$ cat config.mk
export PLATFORM = sky130hd
export DESIGN_NAME = pcie_dma_read_fifo
export DESIGN_NICKNAME = d
export VERILOG_FILES = /design/src/rtl/pcie_dma_read_fifo.sv
export SDC_FILE = /design/constraint.sdc
export NUM_CORES = 2
export LEC_CHECK = 0
export ABC_AREA = 0
export CAP_MARGIN = 20
export CELL_PAD_IN_SITES_DETAIL_PLACEMENT = 2
export CELL_PAD_IN_SITES_GLOBAL_PLACEMENT = 2
export CORE_MARGIN = 4
export CORE_UTILIZATION = 54
export CTS_CLUSTER_DIAMETER = 40
export DETAILED_ROUTE_END_ITERATION = 6
export PLACE_DENSITY_LB_ADDON = 0.1
export SYNTH_ARGS = -nofsm -noshare
export SYNTH_HDL_FRONTEND = slang
export SYNTH_MEMORY_MAX_BITS = 65536
export SYNTH_SLANG_ARGS = --single-unit
$ cat constraint.sdc
create_clock -name clock -period 9.9 [get_ports clock]
set_input_delay 1.98 -clock clock [delete_from_list [all_inputs] [get_ports clock]]
set_output_delay 1.98 -clock clock [all_outputs]
set_load 0.01 [all_outputs]
$ cat src/rtl/pcie_dma_read_fifo.sv
// Host-to-FPGA DMA read engine: issues 128-byte reads and reorders completions into per-tag slots.
// Latency: output word registered from slot RAM; first word valid at most 2 cycles after a slot fills.
// Backpressure: data/data_valid hold while !data_ready; requests hold until read_request_ready.
module pcie_dma_read_fifo #(
  parameter int          TAG_BITS  = 2,
  parameter logic [12:0] BASE_ADDR = 13'd32
) (
  input  logic        clock,
  input  logic        reset,
  input  logic        pio_write_valid,
  input  logic [12:0] pio_write_address,
  input  logic [63:0] pio_write_data,
  output logic        read_request_valid,
  output logic [63:0] read_request_address,
  output logic [7:0]  read_request_tag,
  input  logic        read_request_ready,
  input  logic        completion_valid,
  input  logic [7:0]  completion_tag,
  input  logic [3:0]  completion_index,
  input  logic [63:0] completion_data,
  output logic        data_valid,
  output logic [63:0] data,
  input  logic        data_ready,
  output logic        active,
  output logic [23:0] block_count,
  output logic        error
);

  localparam int SLOTS = 1 << TAG_BITS;
  localparam int RAM_WORDS = SLOTS * 16;
  localparam logic [TAG_BITS-1:0] PTR_ONE = 1;

  // Per-slot lifecycle encoding
  localparam logic [1:0] ST_FREE = 2'd0;
  localparam logic [1:0] ST_PEND = 2'd1;
  localparam logic [1:0] ST_FILL = 2'd2;

  // Architectural state
  logic [63:0]         next_address_q, next_address_d;
  logic [23:0]         remaining_q, remaining_d;
  logic                active_q, active_d;
  logic [23:0]         block_count_q, block_count_d;
  logic                error_q, error_d;
  logic [TAG_BITS-1:0] issue_ptr_q, issue_ptr_d;
  logic [TAG_BITS-1:0] drain_ptr_q, drain_ptr_d;
  logic [3:0]          fetch_idx_q, fetch_idx_d;
  logic                fetch_done_q, fetch_done_d;
  logic                data_valid_q, data_valid_d;
  logic [63:0]         data_q, data_d;
  logic [1:0]          slot_st_q [SLOTS];
  logic [1:0]          slot_st_d [SLOTS];
  logic [15:0]         mask_q [SLOTS];
  logic [15:0]         mask_d [SLOTS];
  logic [63:0]         mem_q [RAM_WORDS];

  // Decoded control strobes
  logic                pio_addr_wr, pio_start_wr, pio_abort_wr, start_go;
  logic                req_valid, req_fire;
  logic [TAG_BITS-1:0] cpl_slot;
  logic                cpl_in_range, cpl_ok, cpl_bad;
  logic [TAG_BITS-1:0] ld_ptr;
  logic                out_accept, last_accept, load_en;
  logic                all_free;
  logic [TAG_BITS+3:0] rd_addr, wr_addr;

  // Decode PIO writes, request handshake, completion legality and drain controls
  always_comb begin
    pio_addr_wr  = pio_write_valid && (pio_write_address == BASE_ADDR);
    pio_start_wr = pio_write_valid && (pio_write_address == BASE_ADDR + 13'd1);
    pio_abort_wr = pio_write_valid && (pio_write_address == BASE_ADDR + 13'd2);
    // A start landing mid-transfer would corrupt slot bookkeeping, so it is dropped
    start_go     = pio_start_wr && !active_q;

    req_valid    = (slot_st_q[issue_ptr_q] == ST_FREE) && (remaining_q != 24'd0);
    req_fire     = req_valid && read_request_ready;

    cpl_slot     = completion_tag[TAG_BITS-1:0];
    cpl_in_range = (completion_tag >> TAG_BITS) == 8'd0;
    cpl_ok       = completion_valid && cpl_in_range &&
                   (slot_st_q[cpl_slot] == ST_PEND) &&
                   !mask_q[cpl_slot][completion_index];
    cpl_bad      = completion_valid && !cpl_ok;

    // Once word 15 of a block is in the output register, the fetch side looks
    // ahead to the next slot so consecutive blocks stream without a bubble.
    ld_ptr       = fetch_done_q ? (drain_ptr_q + PTR_ONE) : drain_ptr_q;
    out_accept   = data_valid_q && data_ready;
    last_accept  = out_accept && fetch_done_q;
    load_en      = (!data_valid_q || data_ready) && (slot_st_q[ld_ptr] == ST_FILL);

    rd_addr      = {ld_ptr, fetch_idx_q};
    wr_addr      = {cpl_slot, completion_index};
  end

  // Detect that no slot holds an outstanding or undelivered block
  always_comb begin
    all_free = 1'b1;
    for (int s = 0; s < SLOTS; s++) begin
      if (slot_st_q[s] != ST_FREE) all_free = 1'b0;
    end
  end

  // Next-state for registers, counters and the output stage
  always_comb begin
    next_address_d = next_address_q;
    remaining_d    = remaining_q;
    active_d       = active_q;
    block_count_d  = block_count_q;
    error_d        = error_q;
    issue_ptr_d    = issue_ptr_q;
    drain_ptr_d    = drain_ptr_q;
    fetch_idx_d    = fetch_idx_q;
    fetch_done_d   = fetch_done_q;
    data_valid_d   = data_valid_q;
    data_d         = data_q;

    // A PIO address write overrides the post-request increment
    if (pio_addr_wr) next_address_d = {pio_write_data[63:7], 7'b0};
    else if (req_fire) next_address_d = next_address_q + 64'd128;

    // Abort beats a same-cycle request decrement so the count cannot underflow
    if (start_go) remaining_d = pio_write_data[23:0];
    else if (pio_abort_wr) remaining_d = 24'd0;
    else if (req_fire) remaining_d = remaining_q - 24'd1;

    if (start_go) active_d = (pio_write_data[23:0] != 24'd0);
    else if ((remaining_q == 24'd0) && all_free) active_d = 1'b0;

    if (start_go) block_count_d = 24'd0;
    else if (last_accept) block_count_d = block_count_q + 24'd1;

    // A bad completion in the same cycle as a start still leaves error set
    if (cpl_bad) error_d = 1'b1;
    else if (start_go) error_d = 1'b0;

    if (req_fire) issue_ptr_d = issue_ptr_q + PTR_ONE;
    if (last_accept) drain_ptr_d = drain_ptr_q + PTR_ONE;

    if (load_en) begin
      fetch_idx_d  = fetch_idx_q + 4'd1;
      fetch_done_d = (fetch_idx_q == 4'd15);
      data_valid_d = 1'b1;
      data_d       = mem_q[rd_addr];
    end else begin
      if (last_accept) fetch_done_d = 1'b0;
      if (out_accept) data_valid_d = 1'b0;
    end
  end

  // Slot lifecycle: FREE -> PENDING on request, -> FILLED on full mask, -> FREE after word 15 leaves
  always_comb begin
    for (int s = 0; s < SLOTS; s++) begin
      slot_st_d[s] = slot_st_q[s];
      mask_d[s]    = mask_q[s];
      if (req_fire && (issue_ptr_q == TAG_BITS'(s))) slot_st_d[s] = ST_PEND;
      if (cpl_ok && (cpl_slot == TAG_BITS'(s))) begin
        mask_d[s] = mask_q[s] | (16'd1 << completion_index);
        if (&mask_d[s]) slot_st_d[s] = ST_FILL;
      end
      if (last_accept && (drain_ptr_q == TAG_BITS'(s))) begin
        slot_st_d[s] = ST_FREE;
        mask_d[s]    = 16'd0;
      end
    end
  end

  // State register with synchronous active-high reset
  always_ff @(posedge clock) begin
    if (reset) begin
      next_address_q <= 64'd0;
      remaining_q    <= 24'd0;
      active_q       <= 1'b0;
      block_count_q  <= 24'd0;
      error_q        <= 1'b0;
      issue_ptr_q    <= '0;
      drain_ptr_q    <= '0;
      fetch_idx_q    <= 4'd0;
      fetch_done_q   <= 1'b0;
      data_valid_q   <= 1'b0;
      data_q         <= 64'd0;
      for (int s = 0; s < SLOTS; s++) begin
        slot_st_q[s] <= ST_FREE;
        mask_q[s]    <= 16'd0;
      end
    end else begin
      next_address_q <= next_address_d;
      remaining_q    <= remaining_d;
      active_q       <= active_d;
      block_count_q  <= block_count_d;
      error_q        <= error_d;
      issue_ptr_q    <= issue_ptr_d;
      drain_ptr_q    <= drain_ptr_d;
      fetch_idx_q    <= fetch_idx_d;
      fetch_done_q   <= fetch_done_d;
      data_valid_q   <= data_valid_d;
      data_q         <= data_d;
      for (int s = 0; s < SLOTS; s++) begin
        slot_st_q[s] <= slot_st_d[s];
        mask_q[s]    <= mask_d[s];
      end
    end
  end

  // Slot RAM write port; contents need no reset since masks gate every read
  always_ff @(posedge clock) begin
    if (cpl_ok) mem_q[wr_addr] <= completion_data;
  end

  assign read_request_valid   = req_valid;
  assign read_request_address = next_address_q;
  assign read_request_tag     = {{(8-TAG_BITS){1'b0}}, issue_ptr_q};
  assign data_valid           = data_valid_q;
  assign data                 = data_q;
  assign active               = active_q;
  assign block_count          = block_count_q;
  assign error                = error_q;

endmodule

==> results.tsv, run 1 <==
metric	value	unit
status	did not finish	
stop_stage	detailed placement (3_5_place_dp)	
error_line	[ERROR DPL-0033] detailed placement checks failed during check placement.	
initial_core_util	0.5435	
synthMuxAreaShare	0.1748	
hpwlAfterDp	420.7	mm
dieWidth	566.2	um
synth-seq-cells	4351	
synth_edf_count	4096	
io_pins	323	
synth_ff_type	edfxtp_1	
die_h	566.2	um
io_buffers	309	
syn_inst	7762	
synth_top_family_by_area	multiplexers	
placementRows	204	
yosysTopAreaCell	edfxtp_1	
yosys-top-cells-area	edfxtp_1 73%, mux4_2 16%, dfxtp_1 3.0%	
netlist_area	168300	um2
synth_fa_ha_area_frac	0.0008923	
synth_xor_area_frac	0.003227	
avgSynthCellArea	21.68	um2
synth_compound_gate_area_share	0.02303	
yosys.area_share.simple	0.02487	
ys_seq_area_frac	0.7613	
yosys_warnings	0	
synth_cell_type_count	89	
gp_congestion	0.8413	
ys_async_sr_fraction	0	
synth_top_area_frac	0.7309	
==> kinds of logic after synthesis <==
kind of cell,Yosys count
mux,1420
flops,4351
simple gates,884
xor+xnor,62
fa+ha+maj,12
other cells,1
buf+inv,469
compound gates,563
==> through the flow <==
| step | hold WS, ps | setup slack (ps) | cell area [um2] | std cells |
|---|---|---|---|---|
| after global placement | 489.8 | 2486 | 177300 | 12010 |
| after floorplan | 435.5 | 2704 | 168300 | 7774 |
==> cell usage after synthesis, drive strengths merged (12+ instances only) <==
master and number:
xnor2 31, inv 25, nand3 69, nand4 36
nor2b 21, dfxtp 255, a211o 32, xor2 31
buf 194, nor2 186, nor4 47, o31ai 68
a211oi 48, mux2i 150, o221ai 14, mux2 62
a21o 15, a21oi 175, o22ai 48, mux4 1208
o211ai 40, and3 26, a22oi 17, nor3 60
edfxtp 4096, clkbuf 248, a311oi 13, nand2 357
and4 12, o21ai 18, ha 12
==> run 2: changes to the inputs <==
CELL_PAD_IN_SITES_DETAIL_PLACEMENT = default   (was 2)
CELL_PAD_IN_SITES_GLOBAL_PLACEMENT = default   (was 2)
CORE_UTILIZATION = 40   (was 54)
CTS_CLUSTER_DIAMETER = default   (was 40)
PLACE_DENSITY_LB_ADDON = 0.15   (was 0.1)
==> run 2 against run 1 <==
- the flow now finishes, with violations (DRC)
- synthesized area did not move
- synthesized cell count did not move
==> results.tsv, run 2 <==
metric	value	unit	change
setup-violations-final	0		
post_drt_via_cell_ratio	5.907		
cp-start-kind	primary input		
yosys_warnings	0		unchanged
min_path_type	reg2reg		
placementRows	237		+16%
drv_slew	0		
hold_buffers	0		
synth_most_common_cell	edfxtp_1		
dieWidth	656.6	um	+16%
dieArea	431100	um2	
synth_cell_type_count	89		unchanged
crit_arrival	6940	ps	
synth_top_area_frac	0.7309		unchanged
initial_core_util	0.4027		-0.1408
wl	486.7	mm	
tightest_slew	1150	ps	
numCtsBuffers	449		
wl_per_cell	34.10	um	
synth_ff_type	edfxtp_1		
finClkSkew	43.90	ps	
syn_inst	7762		unchanged
yosysTopAreaCell	edfxtp_1		
cts_setup_buffers	0		
post-route-util	0.4646		
io_buffers	309		unchanged
avgSynthCellArea	21.68	um2	unchanged
drtAntennaViolNets	0		
hpwlAfterDp	277.4	mm	-34%
path_max_fanout	34		
grt_usage	0.2222		
grt_overflow_total	0		
grt_pass1_wl	683.1	mm	
cts_buffer_depth	4		
synth_edf_count	4096		unchanged
synth-seq-cells	4351		unchanged
fin_tns_setup	0	ps	
endpoint_kind	flop		
die_h	656.6	um	+16%
maxCapViolCount	0		
grt_setup_unrepaired	false		
core-area	417800	um2	
final_common_cell	edfxtp_1		
status	complete, but fails checks		
n_fill_cell	34610		
critPathKind	in2reg		
placed_area	179500	um2	
final-hold-violation-count	0		
slew_headroom	0.2229		
firstDrtPassIters	7		
cp.required	10500	ps	
clk_pin_slew	60	ps	
power_density	195.2	nW/um2	
grt_max_degree	133		
final_cell_mix	4,096 x edfxtp_1, 1,207 x mux4_2, 456 x clkbuf_16		
drt_iter0_markers	8933		
fin_area	194100	um2	
drcViolationCount	3		
layout_min_cycle_time	6346	ps	
ys_seq_area_frac	0.7613		unchanged
antenna_found_initial	25		
cts_resized	0		
clock_latency	990	ps	
irDropWorstVdd	0.1697	mV	
vias	84320		
io_pins	323		unchanged
grt_pass1_vias	85330		
layout-drive-gt1-share	0.2702		
syn_to_final_growth	15.35	%	
cts_htree_levels	5		
root_buffer	clkbuf_16		
ys_async_sr_fraction	0		unchanged
p_leak	0.05805	uW	
netlist_area	168300	um2	unchanged
yosys-top-cells-area	edfxtp_1 73%, mux4_2 16%, dfxtp_1 3.0%		
register_area	128100	um2	
cts_tree	done		
clock.fmax	157.6	MHz	
synthTopCellsByCount	4,096 x edfxtp_1, 1,207 x mux4_2, 357 x nand2_1		
fin_crit_sh	0.6410		
multi_input_area	38800	um2	
largest_reg_flops	4096		
clock_sinks	4351		
largest-register	mem_q		
nets	8544		
gp_congestion	0.8644		+2.7%
violations	DRC		
-- run 2: cell counts after synthesis --
No cell type changed its count.
-- run 2: stage by stage --
step,power (uW),hold WS [ps],instances,worst slack (ps)
after floorplan,21190,435.5,7774,2704
after global placement,21760,457.4,13390,2554
after detailed placement,21800,482.9,13410,2642
after CTS,38230,499.4,14240,3713
after global routing,39080,527.0,14270,3401
final,37880,490.2,14270,3554
-- run 2: logic make-up (layout without fill, tap and decap cells) --
family | after synthesis | in the layout | synth area share
DFF | 4351 | 4351 | 0.7613
muxes | 1420 | 1420 | 0.1748
and+or+nand+nor | 884 | 884 | 0.02487
AOI/OAI and AO/OA | 563 | 563 | 0.02303
buffers and inverters | 469 | 1452 | 0.01193
xor gates and xnor gates | 62 | 62 | 0.003227
adders and majority gates | 12 | 12 | 0.0008922
other | 1 | 32 | 0.00002228
-- run 2: path summary, 6_finish.rpt --
check / from / to / slack (ps) / depth (start not counted)
max reg2reg: drain_ptr_q[0] / data[21] / 5240 / 7
min reg2reg: data[33] / data[33] / 490 / 2
min: data[33] / data[33] / 490 / 2
max: completion_index[1] / mem_q[62][32] / 3550 / 10
-- run 2: area by class of cell --
cell class                      count  share of cell area
Clock buffer                      618             0.06378
Tap cell                         5497             0.03543
Clock inverter                    217            0.009849
Inverter                           25           0.0004834
Multi-Input combinational cell   2954              0.1999
Timing Repair Buffer              592             0.03031
Sequential cell                  4351              0.6600
Antenna cell                       19           0.0002449
-- run 2: worst max-delay path: stages --
cell	delay (ps)
clkdlybuf4s50_1	1110
mux4_2	610
o221ai_1	250
nor3_1	80
o21ai_1	750
nand4_1	330
buf_4	400
nor2_4	130
buf_4	490
buf_4	610
-- run 2: power breakdown --
part | total (uW) | switching (uW) | internal (uW)
clock network | 16500 | 7030 | 9430
logic | 1190 | 847 | 342
registers | 20200 | 70.0 | 20200
total | 37900 | 7950 | 29900
-- run 2: routing by layer --
layer / track usage / up-vias / wire [um]
li1: - / 34090 / -
met1: 0.3162 / 46510 / 206700
met3: 0.02613 / 628 / 28360
met5: 0 / - / 0
met4: 0.05802 / 0 / 13600
met2: 0.3659 / 3097 / 238100
No activity file was read; power rests on OpenSTA's default activity.
